[config.mk]
export PLATFORM = sky130hd
export DESIGN_NAME = dff_bank_arbiter
export DESIGN_NICKNAME = d
export VERILOG_FILES = /design/src/rtl/dff_bank_arbiter.sv
export SDC_FILE = /design/constraint.sdc
export NUM_CORES = 1
export LEC_CHECK = 0
export ABC_AREA = 1
export BUFFER_PORTS_ARGS = -buffer_cell sky130_fd_sc_hd__buf_2
export CORE_ASPECT_RATIO = 1.4
export CORE_MARGIN = 2
export CORE_UTILIZATION = 50
export DETAILED_ROUTE_END_ITERATION = 10
export GPL_TIMING_DRIVEN = 1
export PLACE_DENSITY = 0.76
export SLEW_MARGIN = 20
export SYNTH_ARGS = -nofsm -noshare
export SYNTH_HDL_FRONTEND = slang
export SYNTH_SLANG_ARGS = --single-unit
[constraint.sdc]
create_clock -name clk -period 1.28 [get_ports clk]
set_clock_uncertainty 0.05 [all_clocks]
set_input_delay 0 -clock clk [delete_from_list [all_inputs] [get_ports clk]]
set_output_delay 0 -clock clk [all_outputs]
set_load 0.1 [all_outputs]
[src/rtl/dff_bank_arbiter.sv]
// -----------------------------------------------------------------------------
// dff_bank_arbiter
//
// A small bank of DEPTH x WIDTH flip-flop registers shared by two requesters.
// A two-state FSM (idle / access) grants one requester at a time, with
// round-robin priority when both ask at once. The winner's command is captured
// in idle, and the access completes in the following single access cycle.
// That cycle drives a one-cycle ack and read-before-write data.
//
// Parameters
//   WIDTH  data width of each bank entry
//   DEPTH  number of bank entries (power of two, >= 2)
//   AW     address width, log2(DEPTH)
//
// Ports
//   clk             single clock, rising edge
//   rst             asynchronous active-high reset
//   req0 / req1     access request
//   we0  / we1      1 = write, 0 = read
//   addr0 / addr1   entry index
//   wdata0 / wdata1 write data
//   ack0 / ack1     one-cycle completion strobe
//   rdata0 / rdata1 read data, valid only while the matching ack is high
// -----------------------------------------------------------------------------
module dff_bank_arbiter #(
   parameter int unsigned WIDTH = 8,
   parameter int unsigned DEPTH = 4,
   parameter int unsigned AW    = 2
) (
   input  logic             clk,
   input  logic             rst,
   input  logic             req0,
   input  logic             we0,
   input  logic [AW-1:0]    addr0,
   input  logic [WIDTH-1:0] wdata0,
   output logic             ack0,
   output logic [WIDTH-1:0] rdata0,
   input  logic             req1,
   input  logic             we1,
   input  logic [AW-1:0]    addr1,
   input  logic [WIDTH-1:0] wdata1,
   output logic             ack1,
   output logic [WIDTH-1:0] rdata1
);

   typedef enum logic {StIdle, StAccess} state_e;

   state_e           state_q, state_d;
   logic             owner_q, owner_d;         // 0 = requester 0, 1 = requester 1
   logic             cmd_we_q, cmd_we_d;
   logic [AW-1:0]    cmd_addr_q, cmd_addr_d;
   logic [WIDTH-1:0] cmd_wdata_q, cmd_wdata_d;
   logic             last_served_q, last_served_d;
   logic [WIDTH-1:0] bank_q [DEPTH];
   logic [WIDTH-1:0] bank_d [DEPTH];

   logic             grant;
   logic             in_access;
   logic [WIDTH-1:0] rd_word;

   // Next-state: arbitration, command capture and the bank write-back.
   always_comb begin
      state_d       = state_q;
      owner_d       = owner_q;
      cmd_we_d      = cmd_we_q;
      cmd_addr_d    = cmd_addr_q;
      cmd_wdata_d   = cmd_wdata_q;
      last_served_d = last_served_q;
      bank_d        = bank_q;
      grant         = 1'b0;

      unique case (state_q)
         StIdle: begin
            if (req0 || req1) begin
               // Contended: serve whoever was not served last.
               if (req0 && req1) begin
                  grant = ~last_served_q;
               end else begin
                  grant = req1;
               end
               owner_d     = grant;
               cmd_we_d    = grant ? we1    : we0;
               cmd_addr_d  = grant ? addr1  : addr0;
               cmd_wdata_d = grant ? wdata1 : wdata0;
               state_d     = StAccess;
            end
         end
         StAccess: begin
            // Always a single cycle; inputs are ignored here.
            state_d       = StIdle;
            last_served_d = owner_q;
            if (cmd_we_q) begin
               bank_d[cmd_addr_q] = cmd_wdata_q;
            end
         end
      endcase
   end

   // Outputs decode registered state only; reset clears them via state_q.
   always_comb begin
      in_access = (state_q == StAccess);
      rd_word   = bank_q[cmd_addr_q];
      ack0      = in_access && !owner_q;
      ack1      = in_access &&  owner_q;
      rdata0    = ack0 ? rd_word : '0;
      rdata1    = ack1 ? rd_word : '0;
   end

   always_ff @(posedge clk or posedge rst) begin
      if (rst) begin
         state_q       <= StIdle;
         owner_q       <= 1'b0;
         cmd_we_q      <= 1'b0;
         cmd_addr_q    <= '0;
         cmd_wdata_q   <= '0;
         // Makes the first contended grant after reset go to requester 0.
         last_served_q <= 1'b1;
         for (int i = 0; i < DEPTH; i++) begin
            bank_q[i] <= '0;
         end
      end else begin
         state_q       <= state_d;
         owner_q       <= owner_d;
         cmd_we_q      <= cmd_we_d;
         cmd_addr_q    <= cmd_addr_d;
         cmd_wdata_q   <= cmd_wdata_d;
         last_served_q <= last_served_d;
         for (int i = 0; i < DEPTH; i++) begin
            bank_q[i] <= bank_d[i];
         end
      end
   end

endmodule

=== After elaboration in Yosys (flattened, before gate mapping) ===
Cells that the tools add are included.

* Register bits after elaboration: 46
* Input bits: 26
* Output and inout port bits: 18
* Logic and storage cells: 39

* Magnitude comparators: 2
* Multiplexer cells: 16
* Bitwise operators: 3
* Reductions and logical operators: 8

{| class="wikitable"
|+ Operator list
! cell !! count
|-
| two-way mux 8 bit || 6
|-
| bitwise mux 32 bit || 1
|-
| binary-select mux 8 bit (select 2 bit) || 1
|-
| demux 8 bit (select 2 bit) || 1
|-
| two-way mux 1 bit || 5
|-
| logical AND 1 bit || 4
|-
| AND reduction 2 bit || 2
|-
| >= comparator 3 bit (second input constant) || 1
|-
| less-than comparator 3 x 1 -> 1 bit (second input constant) || 1
|-
| inverter 2 -> 3 bit || 1
|-
| two-way mux 2 bit || 1
|-
| inverter 1 bit || 2
|-
| case mux 1 bit (2 select lines) || 1
|-
| zero test 1 bit || 1
|-
| logical OR 1 bit || 1
|}

=== Longest topological paths before layout ===
Gate-level depths: netlist of the first run.

* Word-level depth: 6
* Gate-level depth with buffers: 6
* Mapped depth without buffers: 5

=== Least setup slack after synthesis of the first run ===
No wires, ideal clock.

* Path kind: register -> output
* Start: register state_q, in the netlist in_access
* End: output rdata0[0]
* Arrival time: 3.476 ns
* Required time: 1.230 ns
* Setup slack: -2.246 ns
* Stages on the path, launching flop included: 5
* Path buffers: 0
* Cell sequence: dfrtp_1 > inv_1 > nor2_1 > inv_1 > nor2_1

* Longest elaborated chain between the ends: 2

{| class="wikitable"
|+ Ends and longest elaborated chain
! what !! line !! text
|-
| start, declared || 48 || <nowiki>state_e state_q, state_d;</nowiki>
|-
| start signal, assigned || 111 || <nowiki>state_q <= StIdle;</nowiki>
|-
| start signal, assigned || 122 || <nowiki>state_q <= state_d;</nowiki>
|-
| logical AND 1 bit || 103 || <nowiki>ack0 = in_access && !owner_q;</nowiki>
|-
| via ack0 || 36 || <nowiki>output logic ack0,</nowiki>
|-
| two-way mux 8 bit || 105 || <nowiki>rdata0 = ack0 ? rd_word : '0;</nowiki>
|-
| end, declared || 37 || <nowiki>output logic [WIDTH-1:0] rdata0,</nowiki>
|}

The timed path passes the listed nets, and every way through them passes these cells.

=== Worst setup path after layout of the first run ===
* Start: register cmd_addr_q[1]
* End: output rdata0[0]

* Longest elaborated chain between the ends: 5

{| class="wikitable"
|+ Ends and longest elaborated chain
! what !! line !! text
|-
| start, declared || 51 || <nowiki>logic [AW-1:0] cmd_addr_q, cmd_addr_d;</nowiki>
|-
| start signal, assigned || 125 || <nowiki>cmd_addr_q <= cmd_addr_d;</nowiki>
|-
| inverter 2 -> 3 bit (not written as such) || 102 || <nowiki>rd_word = bank_q[cmd_addr_q];</nowiki>
|-
| binary-select mux 8 bit (select 2 bit) || 102 ||
|-
| two-way mux 8 bit (not written as such) (2 in a row) || 102 ||
|-
| two-way mux 8 bit || 105 ||
|}

Every way passes these cells. The select of a mux whose other input is x is not followed.

==> results of run 1 <==
## metrics by stage
step | hold slack, ns | util [%] | power [mW] | setup TNS, ns
global route | 0.113 | 84.2 | 8.21 | -9.79
global placement | -0.0326 | 66.6 | 5.73 | -2.36
finish | 0.0904 | 84.2 | 7.84 | -7.64
floorplan | 0.151 | - | 4.84 | -8.38
detailed placement | -0.0120 | 66.6 | 5.82 | -3.91
CTS | 0.0689 | 79.1 | 7.25 | -6.15
## where the power goes
group	switching [mW]	total, mW	internal [mW]
registers	0.512	2.55	2.04
clock network	0.493	1.07	0.575
logic	2.56	4.22	1.65
total	3.57	7.84	4.27
## worst reg2reg max path, delay by kind of cell (launching register included)
kind            cells  cell delay, ns
simple gates        3            0.26
compound gates      1            0.12
buf+inv             3            0.50
flops               1            0.40
## how the worst max path moves through the flow
| stage | end | cells after the start |
|---|---|---|
| 6_report | rdata0[0] | 7 |
| 3_5_place_dp | rdata0[1] | 7 |
| 2_1_floorplan | rdata0[0] | 4 |
| 5_1_grt | rdata0[3] | 7 |
| 3_3_place_gp | rdata0[3] | 7 |
| 4_1_cts | rdata1[0] | 7 |
## routing by layer
metal	global-route usage, %	up-vias
met5	0	-
met4	9.88	0
met3	2.46	26
met2	51.5	122
met1	30.6	1195
li1	-	1135
## cell families after synthesis
group                  synth area share, %
AND/OR/NAND/NOR                       33.7
flip-flops                            47.0
buffers and inverters                 8.62
AO/OA/AOI/OAI                         10.7
## placed cells by master, fill, tap and decap left out, drive strengths merged
| cell type | n |
|---|---|
| nor2 | 38 |
| buf | 74 |
| bufbuf | 1 |
| nand2 | 91 |
| clkinv | 3 |
| clkbuf | 5 |
| bufinv | 1 |
| a21oi | 8 |
| dlygate4sd3 | 23 |
| o21ai | 25 |
| nand3b | 11 |
| inv | 26 |
| dfrtp | 45 |
| dfstp | 1 |
| nand3 | 38 |
## final cells by class
type,count,area (µm²)
Clock buffer,5,68.8
Clock inverter,3,40.0
Fill cell,276,761
Inverter,27,129
Multi-Input combinational cell,211,1470
Sequential cell,46,1150
Tap cell,64,80.1
Timing Repair Buffer,98,1100
## sequential cells by signal, indices dropped and copies added, names as in the netlist
| register | cells |
|---|---|
| bank_q | 32 |
| cmd_wdata_q | 8 |
| cmd_addr_q | 2 |
| cmd_we_q | 1 |
| in_access | 1 |
| last_served_q | 1 |
| owner_q | 1 |
## timing repair
item / 4_1_cts / 5_1_grt
setup endpoints to repair: 49 / 54
resized for setup: 23 / 58
hold buffers: 23 / 0
buffers inserted: 13 / 3
endpoints found under the hold margin: 19 / 0
pin swaps: 6 / 8
cloned: 4 / 1
==> reports/results.tsv, run 1 <==
metric	value	unit
status	complete, but fails checks	
failing checks	negative setup slack	
Worst Reg-to-Reg Cells	7	
Leak	1.89	nW
Crit path top cell by count	nor2_4	
H-Tree Depth	2	
hold depth	4	
Area contributors post-synth	dfrtp_1, nand2_1, o21ai_2	
top cell type by total area after synthesis	dfrtp_1	
Worst setup EP type	output port	
Power Density	1940	nW/µm²
CTS sink cnt	46	
average cell area after synthesis	8.34	µm²
Met1 Wirelength	2770	µm
Setup crit start	cmd_addr_q[1]$_DFFE_PP0P_	
Rows	30	
maximum clock frequency	0.583	GHz
Slowest Stage Delay on Critical Path	0.42	ns
Seq/Total Area, Yosys	47.0	%
post-DP HPWL	4010	µm
Initial Utilization	51.0	%
Mapped Cells	294	
worst-case headroom to the max-slew limit	68.5	%
WHS Endpoint	cmd_wdata_q[5]$_DFFE_PP0P_	
die width	63.2	µm
post-layout min period	1.71	ns
placed insts	402	
metal2 WL	4410	µm
slew of the pin with the lowest slew margin	0.472	ns
Synth warnings	0	
Max stage delay cell, worst path	dfrtp_1	
Post-synth EDFFs	0	
quantity of I/O buffers inserted on ports	43	
global route total overflow	0	
clock root buffer master	clkbuf_8	
FF-to-FF Start	cmd_addr_q[1]$_DFFE_PP0P_	
largest net degree at the start of global routing	21	
vias	2478	
critical register-to-register path endpoint	bank_q[7]$_DFFE_PP0P_	
gr usage total	26.7	%
# diodes	0	
total detailed-routing wirelength	7790	µm
count of cell types in the netlist	24	
post-synthesis register bit count	46	
Area Growth Syn to Fin	64.9	%
Core Area	4800	µm²
first-pass GRT wire length	11300	µm
count leader, synth	nand2_1	
Placement Setup Slack	-0.167	ns
crit path buf inv count	2	
Synth top cells by count	nand2_1, dfrtp_1, nand3_1	
vias in the first global route	2318	
Area after DPL	3200	µm²
Post-Syn Nets	320	
CTS tree	done	
CP Data Arrival Time	1.66	ns
Iter 0 DRT Violations	174	
First-pass DRT Iterations	5	
min-delay src	req1	
Final setup viols	41	
DR WL met3	356	µm
share of layout cells above drive strength 1	47.2	%
fin area	4040	µm²
Peak VDD IR	0.890	mV
post-DR wirelength/cell	17.1	µm
Top delay family on crit path	simple AND/OR/NAND/NOR gates	
Die Ht	86.9	µm
period utilization	134	%
Synth top area share	45.9	%
RSZ-0062 raised after global routing	true	
TritonCTS buffer count	5	
Final Hold Viols	0	
Synth Cell Area	2450	µm²
Clock Pin Slew Worst Setup and Hold Paths	0.08	ns
Setup crit start kind	flop	
initial antenna violation count	0	
WS Path Type	flop to output port	
Max-Cap Viols	0	
vias per cell	5.46	
critical-path cell list	buf_12 -> nor2_4 -> nand2_1 -> nand2_2 -> nor2_4 -> nor2_4 -> buf_12	
Post-synth top flop	dfrtp_1	
Top Metal Used	met4	
Placer Congestion	0.839	
insertion delay to the later sink of the worst-skew pair	0.30	ns
Worst Path Max Fanout	20	
Final Slew Violations	0	
antenna viol nets, final	0	
DRC viols	0	
die area	5490	µm²
Finished Layout Cells	454	
CTS Buffer Depth	2	
worst min path class	primary input to flop	
Nets	415	
Worst EP required	1.23	ns
IO Pins	44	
Async SR Flop Fraction	100	%
final setup margin	-0.434	ns
flop2flop setup slack	-0.12	ns
No activity file was read; power rests on OpenSTA's default activity.
==> inputs of run 2 (changes only) <==
--- a/config.mk
+++ b/config.mk
@@ -8,11 +8,10 @@
 export ABC_AREA = 1
 export BUFFER_PORTS_ARGS = -buffer_cell sky130_fd_sc_hd__buf_2
 export CORE_ASPECT_RATIO = 1.4
-export CORE_MARGIN = 2
 export CORE_UTILIZATION = 50
 export DETAILED_ROUTE_END_ITERATION = 10
 export GPL_TIMING_DRIVEN = 1
-export PLACE_DENSITY = 0.76
+export PLACE_DENSITY = 0.81
 export SLEW_MARGIN = 20
 export SYNTH_ARGS = -nofsm -noshare
 export SYNTH_HDL_FRONTEND = slang
==> run 2 against run 1 <==
  * The run still ends with negative setup slack left
  * Combinational power rose by 8.3%
  * Largest power group unchanged
  * Clock power fell by 11%
  * Worst hold slack got worse by 0.082 ns
  * Flip-flop and latch count did not move
  * Global-route usage rose by 9.3 points
  * First-iteration DRC count rose by 74%
  * Critical endpoint is now rdata1[5]
  * Sequential power rose by 6%
  * Critical path type unchanged
  * Register-to-register slack got worse by 0.10 ns
  * Clock-buffer cell count rose by 2
  * Total power rose by 5.0%
==> reports/results.tsv, run 2 (synthesized netlist as in run 1, its figures left out) <==
metric	value	unit	change
Top delay family on crit path	simple AND/OR/NAND/NOR gates		
slew of the pin with the lowest slew margin	0.289	ns	-0.183 ns
Iter 0 DRT Violations	302		+74%
Initial Utilization	53.2	%	+2.2 points
critical register-to-register path endpoint	bank_q[2]$_DFFE_PP0P_		
min-delay src	addr1[1]		
quantity of I/O buffers inserted on ports	43		unchanged
Clock Pin Slew Worst Setup and Hold Paths	0.09	ns	about the same
RSZ-0062 raised after global routing	true		
Core Area	4610	µm²	-4.1%
die area	5190	µm²	-5.4%
WS Path Type	flop to output port		
vias	2802		+13%
CTS sink cnt	46		unchanged
worst-case headroom to the max-slew limit	80.7	%	+12 points
initial antenna violation count	1		+1
Worst setup EP type	output port		
failing checks	negative setup slack		
Nets	416		+0.24%
WHS Endpoint	cmd_addr_q[1]$_DFFE_PP0P_		
period utilization	140	%	+6.5 points
crit path buf inv count	2		unchanged
gr usage total	36.0	%	+9.3 points
Area Growth Syn to Fin	69.6	%	
largest net degree at the start of global routing	47		+120%
post-layout util	90.3	%	+6.1 points
Max stage delay cell, worst path	dfrtp_2		
vias per cell	6.17		+13%
Finished Layout Cells	454		unchanged
placed insts	398		-1.0%
vias in the first global route	2680		+16%
Leak	1.96	nW	+4.1%
Peak VDD IR	1.44	mV	+62%
flop2flop setup slack	-0.22	ns	-0.10 ns
status	complete, but fails checks		
die width	61.2	µm	-3.2%
total detailed-routing wirelength	10700	µm	+38%
Die Ht	84.9	µm	-2.3%
hold depth	4		unchanged
Most flops, register	bank_q		
Pwr Total	8.23	mW	+5.0%
CTS Buffer Depth	2		unchanged
worst min path class	primary input to flop		
Placer Congestion	0.849		+1.1%
post-layout min period	1.80	ns	+0.0836 ns
CTS tree	done		
TritonCTS buffer count	5		unchanged
global route total overflow	0		unchanged
DRC viols	0		unchanged
first-pass GRT wire length	13300	µm	+18%
Max-Cap Viols	0		unchanged
final setup margin	-0.518	ns	-0.0836 ns
Final setup viols	61		+49%
post-DP HPWL	4180	µm	+4.3%
maximum clock frequency	0.556	GHz	-4.7%
share of layout cells above drive strength 1	55.0	%	+7.8 points
Final Hold Viols	0		unchanged
insertion delay to the later sink of the worst-skew pair	0.31	ns	about the same
CP Data Arrival Time	1.75	ns	+0.09 ns
most common cell after layout, fill and taps aside	dfrtp_1		
antenna viol nets, final	0		unchanged
Crit path top cell by count	nor2_4		
FF-to-FF Start	cmd_addr_q[0]$_DFFE_PP0P_		
clock root buffer master	clkbuf_8		
Slowest Stage Delay on Critical Path	0.46	ns	+0.04 ns
Setup crit start kind	flop		
Rows	29		-3.3%
H-Tree Depth	2		unchanged
critical-path cell list	bufbuf_16 -> nand3_1 -> nand2_2 -> nor2_4 -> nor2_4 -> buf_12		
TNS Setup	-13.66	ns	-6.02 ns
max reg flops	32		unchanged
Placement Setup Slack	-0.163	ns	+0.00372 ns
Worst EP required	1.23	ns	about the same
top flop regs	bank_q (32), cmd_wdata_q (8), cmd_addr_q (2)		
First-pass DRT Iterations	4		-1
Worst Reg-to-Reg Cells	6		-1
Worst Path Max Fanout	10		-50%
Power Density	1980	nW/µm²	+2.1%
Final Slew Violations	0		unchanged
IO Pins	44		unchanged
most frequent cells in the layout	dfrtp_1, nand2_1, nand2_2		
post-DR wirelength/cell	23.6	µm	+38%
-- run 2: cell count changes in the layout (fill, tap and decap cells not counted), sizes merged --
cell         change
buf              +1
bufbuf           +2
bufinv           -1
clkbuf           +3
diode            +1
dlygate4sd3      -3
nand3            -1
-- run 2: power by group --
part	internal (mW)	switching, mW
logic	1.76	2.81
registers	2.05	0.654
clock network	0.437	0.519
total	4.25	3.98
-- run 2: final cells by class --
type	instances	area [µm²]
timing repair buffer	99	1170
clock inverter	1	5.00
multi-input combinational	210	1530
inverter	27	124
sequential	46	1160
fill	178	448
antenna	1	2.50
tap	62	77.6
timing repair inverter	1	11.3
clock buffer	7	86.3
-- run 2: routing by layer --
metal  track usage, %  up-vias  wire length [µm]
met1             39.4     1322              3310
met2             62.1      238              5460
met3             6.71      103               901
met5                0        -                 0
li1                 -     1139                 -
met4             21.3        0              1050
-- run 2: worst max path at each step --
stage,from,end,cells past startpoint
final,cmd_addr_q[1]$_DFFE_PP0P_,rdata1[5],6
after floorplan,in_access$_DFF_PP0_,rdata0[0],4
after detailed placement,cmd_addr_q[1]$_DFFE_PP0P_,rdata0[6],7
after global routing,cmd_addr_q[1]$_DFFE_PP0P_,rdata0[5],6
after CTS,cmd_addr_q[1]$_DFFE_PP0P_,rdata0[4],8
after global placement,cmd_addr_q[1]$_DFFE_PP0P_,rdata0[4],7
-- run 2: repair_timing --
| action | in CTS | in global routing |
|---|---|---|
| setup buffers | 12 | 7 |
| resized for setup | 50 | 56 |
| cloned | 5 | 3 |
| endpoints found under the hold margin | 57 | 0 |
| pin swaps | 16 | 19 |
| hold buffers | 20 | 0 |
| setup endpoints to repair | 58 | 61 |
-- run 2: through the flow --
| step | hold WS, ns | area [µm²] |
|---|---|---|
| final | 0.00819 | 4160 |
| after global routing | 0.000166 | 4160 |
| after CTS | 0.000803 | 3860 |
| after detailed placement | 0.0300 | 3180 |
| after global placement | 0.0273 | 3180 |
| after floorplan | 0.151 | 2590 |
-- run 2: worst register-to-register path: cells and delay by family, from the launching register on --
kind / cells / cell delay, ns
flops: 1 / 0.47
compound gates: 1 / 0.23
buf+inv: 3 / 0.48
simple gates: 2 / 0.18
==> inputs of run 3 (changes only) <==
--- a/config.mk
+++ b/config.mk
@@ -5,13 +5,12 @@
 export SDC_FILE = /design/constraint.sdc
 export NUM_CORES = 1
 export LEC_CHECK = 0
-export ABC_AREA = 1
 export BUFFER_PORTS_ARGS = -buffer_cell sky130_fd_sc_hd__buf_2
 export CORE_ASPECT_RATIO = 1.4
-export CORE_UTILIZATION = 50
+export CORE_UTILIZATION = 49
 export DETAILED_ROUTE_END_ITERATION = 10
 export GPL_TIMING_DRIVEN = 1
-export PLACE_DENSITY = 0.81
+export PLACE_DENSITY = 0.8
 export SLEW_MARGIN = 20
 export SYNTH_ARGS = -nofsm -noshare
 export SYNTH_HDL_FRONTEND = slang
==> run 3 against run 2 <==
  * The run still ends with negative setup slack left
  * Synthesized cell count shrank 42%
  * Critical path depth shrank 2
  * Critical path type unchanged
  * Register-to-register slack worse by 0.05 ns
  * Largest cell class unchanged
  * Worst hold slack better by 0.14 ns
  * First-iteration DRC count is 82% lower
  * Flip-flop and latch count did not move
  * Cell count down 28%
  * Fmax up 1.6%
  * Area after synthesis fell by 9.5%
==> reports/results.tsv, run 3 <==
metric	value	unit	change
Synth warnings	0		unchanged
average cell area after synthesis	13.1	µm²	+57%
worst-case headroom to the max-slew limit	78.2	%	-2.6 points
worst min path class	primary input to flop		
gr usage total	26.3	%	-9.7 points
most common cell after layout, fill and taps aside	dfrtp_1		
Synth Cell Area	2220	µm²	-9.5%
fill count	231		+30%
Seq/Total Area, Yosys	51.9	%	+4.9 points
Placement Setup Slack	-0.282	ns	-0.119 ns
largest net degree at the start of global routing	26		-45%
post-DR wirelength/cell	19.7	µm	-17%
status	complete, but fails checks		
DRC viols	0		unchanged
WS Path Type	flop to output port		
Iter 0 DRT Violations	54		-82%
maximum clock frequency	0.565	GHz	+1.6%
Worst setup EP type	output port		
Most flops, register	bank_q		
Leak	1.58	nW	-20%
antenna viol nets, final	0		unchanged
vias in the first global route	1835		-32%
top flop regs	bank_q (32), cmd_wdata_q (8), cmd_addr_q (2)		
Rows	28		-3.4%
TritonCTS buffer count	5		unchanged
Initial Utilization	51.9	%	-1.3 points
max reg flops	32		unchanged
quantity of I/O buffers inserted on ports	43		unchanged
most frequent cells in the layout	dfrtp_1, buf_2, dlygate4sd3_1		
insertion delay to the later sink of the worst-skew pair	0.31	ns	about the same
vias per cell	5.46		-12%
Final Hold Viols	0		unchanged
placed insts	288		-28%
hold depth	3		-1
Final Slew Violations	0		unchanged
Async SR Flop Fraction	100	%	unchanged
first-pass GRT wire length	8870	µm	-34%
Synth top cells by count	dfrtp_1, mux2_2, nand2_1		
top cell type by total area after synthesis	dfrtp_1		
Max-Cap Viols	0		unchanged
CTS sink cnt	46		unchanged
Nets	292		-30%
IO Pins	44		unchanged
Die Ht	81.6	µm	-3.8%
CTS Buffer Depth	2		unchanged
Area contributors post-synth	dfrtp_1, mux2_2, mux4_2		
post-DP HPWL	3390	µm	-19%
post-layout min period	1.77	ns	-0.0275 ns
final setup margin	-0.490	ns	+0.0275 ns
Slowest Stage Delay on Critical Path	0.52	ns	+0.06 ns
post-synthesis register bit count	46		unchanged
fin area	3540	µm²	-15%
share of layout cells above drive strength 1	62.5	%	+7.6 points
slew of the pin with the lowest slew margin	0.328	ns	+0.0385 ns
Final setup viols	62		+1.6%
total detailed-routing wirelength	6440	µm	-40%
First-pass DRT Iterations	4		unchanged
critical-path cell list	buf_6 -> mux4_2 -> and2_4 -> buf_12		
Core Area	4270	µm²	-7.2%
count of cell types in the netlist	23		-4.2%
# diodes	0		-1
failing checks	negative setup slack		
Area after DPL	2760	µm²	-13%
global route total overflow	0		unchanged
Finished Layout Cells	327		-28%
die area	4810	µm²	-7.4%
count leader, synth	dfrtp_1		
vias	1784		-36%
Post-synth top flop	dfrtp_1		
CTS tree	done		
Area Growth Syn to Fin	59.5	%	
H-Tree Depth	2		unchanged
die width	58.9	µm	-3.8%
Worst Path Max Fanout	5		-5
Post-synth EDFFs	0		unchanged
Clock Pin Slew Worst Setup and Hold Paths	0.08	ns	about the same
Worst EP required	1.23	ns	about the same
Setup crit start kind	flop		
RSZ-0062 raised after global routing	true		
TNS Setup	-15.39	ns	-1.73 ns
initial antenna violation count	0		-1
Placer Congestion	0.752		-11%
clock root buffer master	clkbuf_8		
Worst Reg-to-Reg Cells	5		-1
Power Density	2080	nW/µm²	+5.1%
Synth top area share	50.7	%	+4.8 points
CP Data Arrival Time	1.72	ns	-0.03 ns
Post-Syn Nets	196		-39%
Mapped Cells	170		-42%
period utilization	138	%	-2.1 points
Peak VDD IR	1.36	mV	-5.9%
Max stage delay cell, worst path	mux4_2		
## run 3: kinds of logic after synthesis
kind of cell           synth area share (%)
muxes                                  25.4
buffers and inverters                  3.21
and+or+nand+nor                        14.9
AOI/OAI and AO/OA                      4.62
DFF                                    51.9
## run 3: worst max-delay path: cells and delay by family (launching register included)
family        cells  cell delay, ns
buf+inv           2            0.33
flops             1            0.40
simple gates      1            0.16
mux               1            0.52
## run 3: power breakdown
group	internal (mW)	switching, mW	leakage, nW	total, mW
clock	0.436	0.495	0.0482	0.931
sequential	2.08	0.461	0.530	2.54
combinational	1.95	1.94	1.00	3.89
total	4.47	2.89	1.58	7.36
## run 3: worst paths after layout
path	from	endpoint	slack [ns]
max	cmd_addr_q[0]$_DFFE_PP0P_	rdata1[3]	-0.49
min	req1	in_access$_DFF_PP0_	0.15
max reg2reg	cmd_addr_q[0]$_DFFE_PP0P_	bank_q[28]$_DFFE_PP0P_	-0.27
min reg2reg	bank_q[17]$_DFFE_PP0P_	bank_q[17]$_DFFE_PP0P_	0.46
max in group asynchronous	rst	last_served_q$_DFFE_PP1P_	0.68
min in group asynchronous	rst	bank_q[6]$_DFFE_PP0P_	0.22
## run 3: what timing repair did
item | in CTS | in global routing
endpoints found under the hold margin | 57 | 0
gates cloned | 2 | 0
endpoints found under the setup margin | 62 | 62
gates resized for setup | 75 | 39
setup buffers | 3 | 6
pin swaps | 8 | 1
hold buffers | 23 | 0
## run 3: routing by layer
metal  up-vias  global-route usage (%)  routed length (µm)
li1        792                       -                   -
met1       927                    30.3                2590
met2        52                    46.0                3480
met3        13                    5.67                 191
met4         0                    12.6                 172
met5         -                       0                   0
## run 3: area by class of cell
cell class	instances	area (µm²)	share of cell area, %
multi-input combinational	113	1200	33.9
sequential	46	1150	32.6
timing repair buffer	98	1010	28.6
clock buffer	7	86.3	2.44
tap	60	75.1	2.12
inverter	2	7.51	0.212
clock inverter	1	5.00	0.141
## run 3: metrics by stage
step	hold WS, ns	power (mW)	util (%)
after floorplan	0.0977	4.82	-
after global placement	0.0187	5.41	64.6
after detailed placement	0.0230	5.53	64.6
after CTS	0.0817	6.93	78.0
after global routing	0.158	7.65	82.8
final	0.147	7.36	82.8
